## src/rtl/ps2_key_decoder.sv

```systemverilog
// rtl/ps2_key_decoder.sv - PS/2 Set-2 scan-code prefix decoder with show-ahead event FIFO
//
// Purpose: turns raw scan-code bytes into make/break key events. The E0
//   (extended) and F0 (break) prefixes are stripped. Controller responses
//   (00 AA EE FA FC FE FF) are discarded. Events go into a show-ahead FIFO
//   that uses a valid/ready handshake.
// Optional feature: define PS2_TYPEMATIC_FILTER_EN to suppress auto-repeat makes.
// Ports:
//   clk, rst        clock, synchronous active-high reset
//   byte_in         scan-code byte
//   byte_valid      one-cycle strobe qualifying byte_in
//   evt_ready       consumer takes the head event
//   evt_valid       FIFO holds at least one event
//   evt_code        head event key code, prefixes removed
//   evt_ext         head event was E0-prefixed
//   evt_break       head event is a key release
//   fifo_count      number of queued events
//   overflow        sticky flag: an event was dropped on a full FIFO
module ps2_key_decoder #(
  parameter int FIFO_DEPTH = 8,
  parameter int ADDR_W     = 3
) (
  input  logic              clk,
  input  logic              rst,
  input  logic [7:0]        byte_in,
  input  logic              byte_valid,
  input  logic              evt_ready,
  output logic              evt_valid,
  output logic [7:0]        evt_code,
  output logic              evt_ext,
  output logic              evt_break,
  output logic [ADDR_W:0]   fifo_count,
  output logic              overflow
);

  localparam logic [1:0] ST_IDLE   = 2'd0;
  localparam logic [1:0] ST_EXT    = 2'd1;
  localparam logic [1:0] ST_BRK    = 2'd2;
  localparam logic [1:0] ST_EXTBRK = 2'd3;

  localparam logic [ADDR_W:0]   FULL_CNT = (ADDR_W + 1)'(FIFO_DEPTH);
  localparam logic [ADDR_W-1:0] PTR_ONE  = ADDR_W'(1);
  localparam logic [ADDR_W:0]   CNT_ONE  = (ADDR_W + 1)'(1);

  logic [1:0] state, state_nx;
  logic       is_discard;
  logic       dec_push, dec_ext, dec_brk;
  logic       suppress;

  always_comb begin
    is_discard = 1'b0;
    case (byte_in)
      8'h00, 8'hAA, 8'hEE, 8'hFA, 8'hFC, 8'hFE, 8'hFF: is_discard = 1'b1;
      default: is_discard = 1'b0;
    endcase
  end

  // The prefix FSM moves only when byte_valid is high. A code byte always returns it to IDLE.
  always_comb begin
    state_nx = state;
    dec_push = 1'b0;
    dec_ext  = 1'b0;
    dec_brk  = 1'b0;
    if (byte_valid) begin
      if (is_discard) begin
        state_nx = ST_IDLE;
      end else begin
        case (state)
          ST_IDLE: begin
            if (byte_in == 8'hE0)      state_nx = ST_EXT;
            else if (byte_in == 8'hF0) state_nx = ST_BRK;
            else begin
              state_nx = ST_IDLE;
              dec_push = 1'b1;
            end
          end
          ST_EXT: begin
            if (byte_in == 8'hF0)      state_nx = ST_EXTBRK;
            else if (byte_in == 8'hE0) state_nx = ST_EXT;
            else begin
              state_nx = ST_IDLE;
              dec_push = 1'b1;
              dec_ext  = 1'b1;
            end
          end
          ST_BRK: begin
            // E0 after F0 is a protocol error. The break is dropped and the extension is kept.
            if (byte_in == 8'hE0)      state_nx = ST_EXT;
            else if (byte_in == 8'hF0) state_nx = ST_BRK;
            else begin
              state_nx = ST_IDLE;
              dec_push = 1'b1;
              dec_brk  = 1'b1;
            end
          end
          default: begin
            if (byte_in == 8'hE0 || byte_in == 8'hF0) state_nx = ST_IDLE;
            else begin
              state_nx = ST_IDLE;
              dec_push = 1'b1;
              dec_ext  = 1'b1;
              dec_brk  = 1'b1;
            end
          end
        endcase
      end
    end
  end

  always_ff @(posedge clk) begin
    if (rst) state <= ST_IDLE;
    else     state <= state_nx;
  end

`ifdef PS2_TYPEMATIC_FILTER_EN
  // The record holds the most recent make. A repeat of it is dropped until that key is released.
  logic       rec_valid;
  logic [7:0] rec_code;
  logic       rec_ext;
  logic       same_key;

  assign same_key = rec_valid && (rec_code == byte_in) && (rec_ext == dec_ext);
  assign suppress = dec_push && !dec_brk && same_key;

  always_ff @(posedge clk) begin
    if (rst) begin
      rec_valid <= 1'b0;
      rec_code  <= 8'h00;
      rec_ext   <= 1'b0;
    end else if (dec_push) begin
      if (!dec_brk) begin
        rec_valid <= 1'b1;
        rec_code  <= byte_in;
        rec_ext   <= dec_ext;
      end else if (same_key) begin
        rec_valid <= 1'b0;
      end
    end
  end
`else
  assign suppress = 1'b0;
`endif

  // A one-stage register between the decoder and the FIFO. Because of it, evt_valid rises one edge after the strobe edge.
  logic       push_q;
  logic [9:0] push_data_q;

  always_ff @(posedge clk) begin
    if (rst) begin
      push_q      <= 1'b0;
      push_data_q <= 10'd0;
    end else begin
      push_q      <= dec_push && !suppress;
      push_data_q <= {dec_ext, dec_brk, byte_in};
    end
  end

  // The FIFO stores each entry as {ext, brk, code}.
  logic [9:0]        mem [FIFO_DEPTH];
  logic [ADDR_W-1:0] wr_ptr, rd_ptr;
  logic [ADDR_W:0]   count;
  logic [9:0]        last_entry;
  logic [9:0]        head, out_entry;
  logic              full, do_pop, do_push;

  assign head      = mem[rd_ptr];
  assign evt_valid = (count != '0);
  assign full      = (count == FULL_CNT);
  assign do_pop    = evt_valid && evt_ready;
  // A pop in the same cycle frees a slot, so a push at full is still accepted.
  assign do_push   = push_q && (!full || do_pop);

  // When the FIFO is empty, the outputs keep showing the last popped entry.
  assign out_entry  = evt_valid ? head : last_entry;
  assign evt_ext    = out_entry[9];
  assign evt_break  = out_entry[8];
  assign evt_code   = out_entry[7:0];
  assign fifo_count = count;

  always_ff @(posedge clk) begin
    if (do_push) mem[wr_ptr] <= push_data_q;
  end

  always_ff @(posedge clk) begin
    if (rst) begin
      wr_ptr     <= '0;
      rd_ptr     <= '0;
      count      <= '0;
      last_entry <= 10'd0;
      overflow   <= 1'b0;
    end else begin
      if (do_push) wr_ptr <= wr_ptr + PTR_ONE;
      if (do_pop) begin
        rd_ptr     <= rd_ptr + PTR_ONE;
        last_entry <= head;
      end
      if (do_push && !do_pop)      count <= count + CNT_ONE;
      else if (do_pop && !do_push) count <= count - CNT_ONE;
      if (push_q && full && !do_pop) overflow <= 1'b1;
    end
  end

endmodule
```

## config.mk

```make
export PLATFORM = sky130hd
export DESIGN_NAME = ps2_key_decoder
export DESIGN_NICKNAME = d
export VERILOG_FILES = /design/src/rtl/ps2_key_decoder.sv
export SDC_FILE = /design/constraint.sdc
export NUM_CORES = 1
export LEC_CHECK = 0
export ABC_AREA = 1
export BUFFER_PORTS_ARGS = -buffer_cell sky130_fd_sc_hd__buf_2
export CORE_UTILIZATION = 60
export CTS_CLUSTER_DIAMETER = 80
export DETAILED_ROUTE_END_ITERATION = 6
export PLACE_DENSITY_LB_ADDON = 0.2
export SLEW_MARGIN = 20
export SYNTH_ARGS = -nofsm -noshare
export SYNTH_HDL_FRONTEND = slang
export SYNTH_SLANG_ARGS = --single-unit
```

## constraint.sdc

```tcl
create_clock -name clk -period 2.7 [get_ports clk]
set_input_delay 0.405 -clock clk [delete_from_list [all_inputs] [get_ports clk]]
set_output_delay 0.405 -clock clk [all_outputs]
set_load 0.1 [all_outputs]
```

## Yosys cells after proc, flatten, opt, wreduce, memory -nomap -nowiden

Memory sizes are Yosys's and may differ from the RTL's. A register that Yosys moved wholly into a read port is not among the register bits.
Cells that the tools add are included.

| operators by class | value |
|---|---|
| add/sub/neg operators | 4 |
| equality and inequality tests | 11 |
| muxes and demuxes | 22 |
| bitwise logic cells | 1 |
| reduce and logical (&&, ||, !) cells | 19 |

Operator list:

| operator | count |
|---|---|
| $eq 8x8->1 const B | 8 |
| $mux 10 | 1 |
| $mux 1 | 9 |
| $logic_not 8->1 | 1 |
| $mux 2 | 4 |
| $mux 4 | 2 |
| $reduce_or 7->1 | 1 |
| $add 3x1->3 const B | 2 |
| $logic_and 1x1->1 | 6 |
| $mux 3 | 2 |
| $pmux 1 s2 | 3 |
| $add 4x1->4 const B | 1 |
| $eq 4x4->1 const B | 1 |
| $pmux 2 s2 | 1 |
| $reduce_bool 4->1 | 1 |
| $reduce_or 2->1 | 2 |
| $sub 4x1->4 const B | 1 |
| $logic_not 1->1 | 3 |
| $reduce_or 3->1 | 1 |
| $eq 2x1->1 const B | 1 |
| $eq 2x2->1 const B | 1 |
| $logic_not 2->1 | 1 |
| $logic_or 1x1->1 | 2 |
| $reduce_bool 2->1 | 1 |
| $not 1->1 | 1 |

| word-level totals | value |
|---|---|
| flip-flop bits (word level) | 34 |
| memory bits (writable) | 80 |
| input port bits | 12 |
| logic and storage cells | 67 |
| memories kept | 1 |

Memory list:

| memory | words | bits a word | rd ports | clocked after memory_dff | wr ports | RTL line | source |
|---|---|---|---|---|---|---|---|
| mem | 8 | 10 | 1 | 1 | 1 | 159 | `logic [9:0] mem [FIFO_DEPTH];` |

## Depth between registers and ports, before layout

Gate-level depths: netlist (run 1).

| depth | value |
|---|---|
| depth after elaboration | 8 |
| depth in mapped cells | 14 |

## Worst setup path before layout (run 1)

Ideal clock, no wire load.

| path | value |
|---|---|
| path type | reg-to-output |
| start point | register count[0] (netlist: fifo_count[0]) |
| end point | output port evt_break |
| data arrival time | 2.979 ns |
| required time | 2.295 ns |
| path slack | -0.684 ns |
| stages on the path, launching flop included | 6 |
| buffers on the path | 1 |
| cells stage by stage | dfxtp_1 -> nor2_2 -> nand2_2 -> buf_2 -> nor2_1 -> a21oi_1 |

| on the way | value |
|---|---|
| longest elaborated chain between the ends | 2 |

Ends and longest elaborated chain:

| what | RTL line | source |
|---|---|---|
| from (decl) | 161 | `logic [ADDR_W:0] count;` |
| from (signal assigned) | 197 | `if (do_push && !do_pop) count <= count + CNT_ONE;` |
| from (signal assigned) | 198 | `else if (do_pop && !do_push) count <= count - CNT_ONE;` |
| $reduce_bool 4->1 | 167 | `assign evt_valid = (count != '0);` |
| $mux 10 | 174 | `assign out_entry = evt_valid ? head : last_entry;` |
| to (decl) | 31 | `output logic evt_break,` |

Every way passes these cells.

==> results of run 1 <==
## power groups by stage
stage               sequential [mW]  combinational (mW)  clock [mW]
floorplan                      2.37                2.59           0
global placement               2.24                3.80           0
detailed placement             2.25                3.84           0
CTS                            2.22                3.88        2.19
global route                   2.25                4.10        2.27
finish                         2.23                3.88        2.18
## logic make-up after synthesis
kind of cell,after synthesis
AOI/OAI and AO/OA,48
xor gates and xnor gates,4
adders and majority gates,6
buffers and inverters,98
DFF,117
and+or+nand+nor,281
## synth_stat cells
cell type	instances
a21boi_1	1
ha_1	5
clkbuf_4	1
nor2_2	2
a21oi_2	2
inv_1	75
nand2_2	2
edfxtp_1	80
o21ai_0	9
inv_6	1
nand4_1	2
a21oi_1	28
nor2_1	114
nand3_1	39
xor2_1	3
buf_2	9
clkinv_1	1
o21ai_1	1
clkbuf_1	2
nand2_1	120
dfxtp_1	37
buf_8	1
xnor2_1	1
nand2_4	1
o21ai_2	6
or2_4	1
buf_1	2
buf_4	4
inv_2	2
fa_1	1
o2111ai_1	1
## sequential cells by signal (all words and copies together), names as in the netlist, named ones only
name and cells:
state 2, last_entry 10, wr_ptr 3, push_q 1, rd_ptr 3, overflow 1
mem 80, push_data_q 10, fifo_count 4
## metal layers
metal | vias to the layer above | track usage [%] | part of all wire (%)
met3 | 19 | 6.47 | 4.8
met5 | - | 0 | 0
li1 | 1853 | - | -
met2 | 110 | 42.9 | 50
met4 | 0 | 11.7 | 1.7
met1 | 1750 | 32.3 | 43
## worst register-to-register path: stages, from the launching register on
cell	delay (ps)
dfxtp_1	370
nor2_2	160
nand3_1	120
nand2_1	180
inv_1	100
ha_1	250
inv_1	130
ha_1	280
nand2_1	110
nand2_1	50
nor2_1	90
nand2_1	50
nand2_1	50
nand2_1	40
a21oi_1	120
## worst max path at each step
stage                    end  cells after the start  slack [ps]
2_1_floorplan      evt_break                      4        -100
4_1_cts              evt_ext                      8          40
3_5_place_dp   fifo_count[3]                     15         490
3_3_place_gp   fifo_count[3]                     15         560
6_report             evt_ext                      8         190
5_1_grt          evt_code[4]                      8          70
## final cells by class
cell class / instances / area share, %
multi-input cells: 339 / 25.5
inverters: 79 / 4.92
clock buffers: 19 / 6.88
well taps: 105 / 2.14
flip-flops and latches: 117 / 51.3
repair buffers: 42 / 6.69
clock inverters: 13 / 2.57
## timing repair
item                                    in CTS  in global routing
resized for setup                            0                  1
endpoints found under the setup margin       0                  8
hold buffers                                 0                  0
## stage by stage
step,setup WS (ps),hold WS (ps),std cells,instance area (um2)
6_report,193,137,714,6130
5_1_grt,68.9,143,714,6130
4_1_cts,35.8,130,714,6130
3_5_place_dp,492,457,682,5550
3_3_place_gp,561,444,682,5550
2_1_floorplan,-95.8,437,554,5120
==> results.cfg, run 1 <==
[run_status]
status = complete, no violations

[setup_path]
crit_slowest_cell = dfxtp_4
cpLargestDelayFamily = flip-flops
worstPathCellList = buf_4 > nor2_1 > nor2_1 > nand2_1 > nand3_1 > nand2_1 > a21oi_2 > buf_12
end_kind = output port
critPathLaunchType = flop
crit_path_max_incr_delay_ps = 520
path_buf_inv = 2
reg2reg_slack_ps = 550
reg2reg_to = fifo_count[3]
arrival_ps = 2100
r2r-start = fifo_count[0]
r2r_cells = 14
crit_required_ps = 2300
cp_max_fo = 23
worstSetupPathType = reg2out

[yosys]
synth_seq_area_share_pct = 61.8
synthMuxAreaShare_pct = 0
syn-num-nets = 572
synth_top_family_by_area = simple AND/OR/NAND/NOR gates
yosysTopAreaCellShare_pct = 47.3
synth_largest_area_cell = edfxtp_1
synth_warnings = 0
synth_cell_types = 31
yosys.area_share.xor_xnor_pct = 0.689
synth-simple-area-share_pct = 22.3
synth_compound_area_share_pct = 5.44
netlist_area_mm2 = 0.00508
syn_avg_cell_area_um2 = 9.17
synth_fa_ha_area_share_pct = 1.62
yosys-top-cells-area = edfxtp_1, dfxtp_1, nand2_1, nor2_1, inv_1
postSynthCellCount = 554
ys_ff_latch = 117

[finish]
layout_common_cells = nand2_1, nor2_1, edfxtp_1
fillers = 553
drive_above_1_share_pct = 16.3
multiInputGateArea_mm2 = 0.00156
final-seq-area_mm2 = 0.00315
area_delta_synth_final_pct = 20.7
post-route-util_pct = 74.6
diodes = 0
fin_nets = 614
final_common_cell = nand2_1

[sta]
finClkSkew_ps = 8.39
max_freq_ghz = 0.399
finalSetupTns_ps = 0
grt_setup_unrepaired = false
setup_viol = 0
tightest_slew_ps = 602
min_period_over_period_pct = 92.8
slew_viol_final = 0
period_needed_ps = 2510
hold_viol_final = 0
slew_headroom_pct = 59.8

[power_and_ir_drop]
p_sw_share_pct = 43.9
ir_drop_v = 0.000953
p_sw_mw = 3.64
power_density_mw_per_mm2 = 1350
p_int_mw = 4.65
pwr-share-comb_pct = 46.8
clockPowerShare_pct = 26.3
seqPwrFrac_pct = 26.9
power.leakage_nw = 2.66
p_total_mw = 8.29

[global_route]
grt_pass1_vias = 3581
overflow = 0
grt_pass1_wl_um = 16800
track_usage_pct = 26.0
grt_max_degree = 31
grt_antenna_before_repair = 0

[clocking]
insertion_delay_ps = 510
cts_setup_buffers = 0
htreeDepth = 4
clk_pin_slew_worst_paths_ps = 50
cts-buffers-inserted = 17
cts_tree = built
cts_sinks = 117
cts_buffer_depth = 2
clock-root-buffer = clkbuf_8

[route]
drcViolationCount = 0
wirelength_um = 10400
vias = 3732
antenna_left = 0
drt_iter0_markers = 273
drtPass1Iterations = 6
wl_per_cell_um = 14.6
vias_per_cell = 5.23

[job]
cap_viol_max_count = 0

[die]
ioPinCount = 28
dieArea_mm2 = 0.00884
initial_core_util_pct = 61.9
die_h_um = 94.0
die_w_um = 94.0
row_count = 33
core_area_mm2 = 0.00822

[place]
gp_congestion = 0.808
dpl.hpwl_um = 6740
io_buffers = 27

[min_path]
hold_class = in2reg
min_path_cells = 3
hp-start = byte_in[0]
min_to = push_data_q[0]
No activity file was read; power rests on OpenSTA's default activity.
==> run 2: changes to the inputs <==
--- a/config.mk
+++ b/config.mk
@@ -5,7 +5,7 @@
 export SDC_FILE = /design/constraint.sdc
 export NUM_CORES = 1
 export LEC_CHECK = 0
-export ABC_AREA = 1
+export ABC_AREA = 0
 export BUFFER_PORTS_ARGS = -buffer_cell sky130_fd_sc_hd__buf_2
 export CORE_UTILIZATION = 60
 export CTS_CLUSTER_DIAMETER = 80
==> results.cfg, run 2 <==
[run_status]
status = complete, no violations

[finish]
largest_registers = mem: 80 flops, last_entry: 10 flops, push_data_q: 10 flops
top_register = mem
largest_reg_flops = 80
final_common_cell = edfxtp_1
fin_cells = 453
multiInputGateArea_mm2 = 0.00156
final-seq-area_mm2 = 0.00315
area_delta_synth_final_pct = 23.6
fillers = 395
diodes = 0
layout_common_cells = edfxtp_1, nor2_1, dfxtp_1
drive_above_1_share_pct = 34.2
fin_nets = 359

[clocking]
cts_hold_buf = 0
htreeDepth = 4
cts-buffers-inserted = 17
cts_sinks = 117
clock-root-buffer = clkbuf_8
cts_setup_buffers = 0
cts_tree = built
cts-resized-gates = 18
insertion_delay_ps = 510
clk_pin_slew_worst_paths_ps = 60
cts_buffer_depth = 2

[power_and_ir_drop]
p_int_mw = 4.14
p_sw_mw = 2.87
seqPwrFrac_pct = 31.3
power_density_mw_per_mm2 = 1230
ir_drop_v = 0.000530
p_sw_share_pct = 40.9
clockPowerShare_pct = 29.7
power.leakage_nw = 1.96
pwr-share-comb_pct = 39.0

[die]
initial_core_util_pct = 62.7
die_w_um = 89.5
die_h_um = 89.5
ioPinCount = 28
row_count = 31
core_area_mm2 = 0.00733
dieArea_mm2 = 0.00801

[setup_path]
crit_path_start = fifo_count[0]
r2r_cells = 9
end_kind = output port
reg2reg_to = fifo_count[3]
cp_max_fo = 21
arrival_ps = 2240
worstSetupPathType = reg2out
crit_required_ps = 2300
reg2reg_slack_ps = 90
crit_end = evt_code[6]
critPathLaunchType = flop
r2r-start = fifo_count[0]

[global_route]
overflow = 0
track_usage_pct = 26.4
grt_pass1_wl_um = 14100
grt_antenna_before_repair = 0
grt_pass1_vias = 2620
grt_max_degree = 35

[place]
dpl.hpwl_um = 5400
dpl_worst_slack_ps = 129
gp_congestion = 0.704
io_buffers = 27
place_inst = 421

[yosys]
async_reset_ff_share_pct = 0
synth_cell_types = 37
postSynthCellCount = 296
ys_ff_latch = 117
synth_largest_area_cell = edfxtp_1
synthFlopType = edfxtp_1
synth_edf_count = 80
post-synth-top-count-cell = edfxtp_1
yosys-top-cells-area = edfxtp_1, dfxtp_1, mux4_2, nor2_1, mux2i_1
netlist_area_mm2 = 0.00459
syn-num-nets = 314
synth_seq_area_share_pct = 68.4
synth_warnings = 0
syn_avg_cell_area_um2 = 15.5
yosysTopAreaCellShare_pct = 52.3
synth_common_cells = edfxtp_1, nor2_1, dfxtp_1, mux4_2, a21oi_1

[route]
antenna_left = 0
vias = 2669
drcViolationCount = 0
wirelength_um = 9740
wl_per_cell_um = 21.5
drt_iter0_markers = 190
drtPass1Iterations = 5
vias_per_cell = 5.89

[sta]
min_period_over_period_pct = 98.1
setup_slack_ps = 52.3
finClkSkew_ps = 7.13
hold_viol_final = 0
slew_viol_final = 0
holdWs_ps = 147
period_needed_ps = 2650
tightest_slew_ps = 693
setup_viol = 0
max_freq_ghz = 0.378
slew_headroom_pct = 53.8

[min_path]
hold_class = in2reg

[job]
cap_viol_max_count = 0
## run 2: final cells by class
type | instances | area share [%]
Clock inverter | 7 | 0.705
Inverter | 2 | 0.132
Clock buffer | 25 | 9.28
Timing Repair Buffer | 40 | 4.82
Sequential cell | 117 | 55.4
Tap cell | 99 | 2.18
Multi-Input combinational cell | 163 | 27.5
## run 2: cells by family (layout without fill, tap and decap cells)
family | count (synthesis) | in the layout | share of synthesized area [%]
flops | 117 | 117 | 68.4
mux | 33 | 33 | 12.7
xor+xnor | 5 | 5 | 0.954
compound gates | 37 | 37 | 5.18
buf+inv | 16 | 74 | 1.83
fa+ha+maj | 6 | 6 | 1.80
simple gates | 82 | 82 | 9.15
## run 2: worst min-delay path by stage
| stage | startpoint | cells past startpoint | endpoint |
|---|---|---|---|
| after floorplan | rd_ptr[1] | 2 | flop |
| after global placement | overflow | 2 | overflow |
| after detailed placement | overflow | 2 | overflow |
| after CTS | byte_in[0] | 2 | push_data_q[0] |
| after global routing | byte_in[6] | 2 | push_data_q[6] |
| final | byte_in[0] | 2 | push_data_q[0] |
## run 2: power groups by stage
stage / logic, mW / registers [mW] / clock network [mW]
after floorplan: 2.03 / 2.29 / 0
after global placement: 2.44 / 2.19 / 0
after detailed placement: 2.49 / 2.21 / 0
after CTS: 2.66 / 2.18 / 2.10
after global routing: 2.85 / 2.21 / 2.18
final: 2.73 / 2.19 / 2.08
## run 2: metrics by stage
step	setup TNS, ps	instance area (um2)	utilization, %	total power, mW
detailed placement	0	5000	68.2	4.70
finish	0	5680	77.5	7.00
CTS	0	5630	76.8	6.95
global route	-25.8	5680	77.5	7.24
global placement	0	5000	68.2	4.64
floorplan	0	4700	-	4.32
## run 2: metal layers
metal / vias up / GRT usage, % / wire length, um / share of wire (%)
met3: 5 / 7.11 / 530 / 5.4
met1: 1349 / 32.3 / 4030 / 41
li1: 1221 / - / - / -
met2: 94 / 45.4 / 5120 / 53
met5: - / 0 / 0 / 0
met4: 0 / 9.52 / 57 / 0.59
## run 2: worst max-delay path, cell delays in order, from the launching register on
cell,delay [ps]
dfxtp_2,370
or4_1,590
buf_6,230
nor2_1,240
a21oi_4,40
buf_4,240
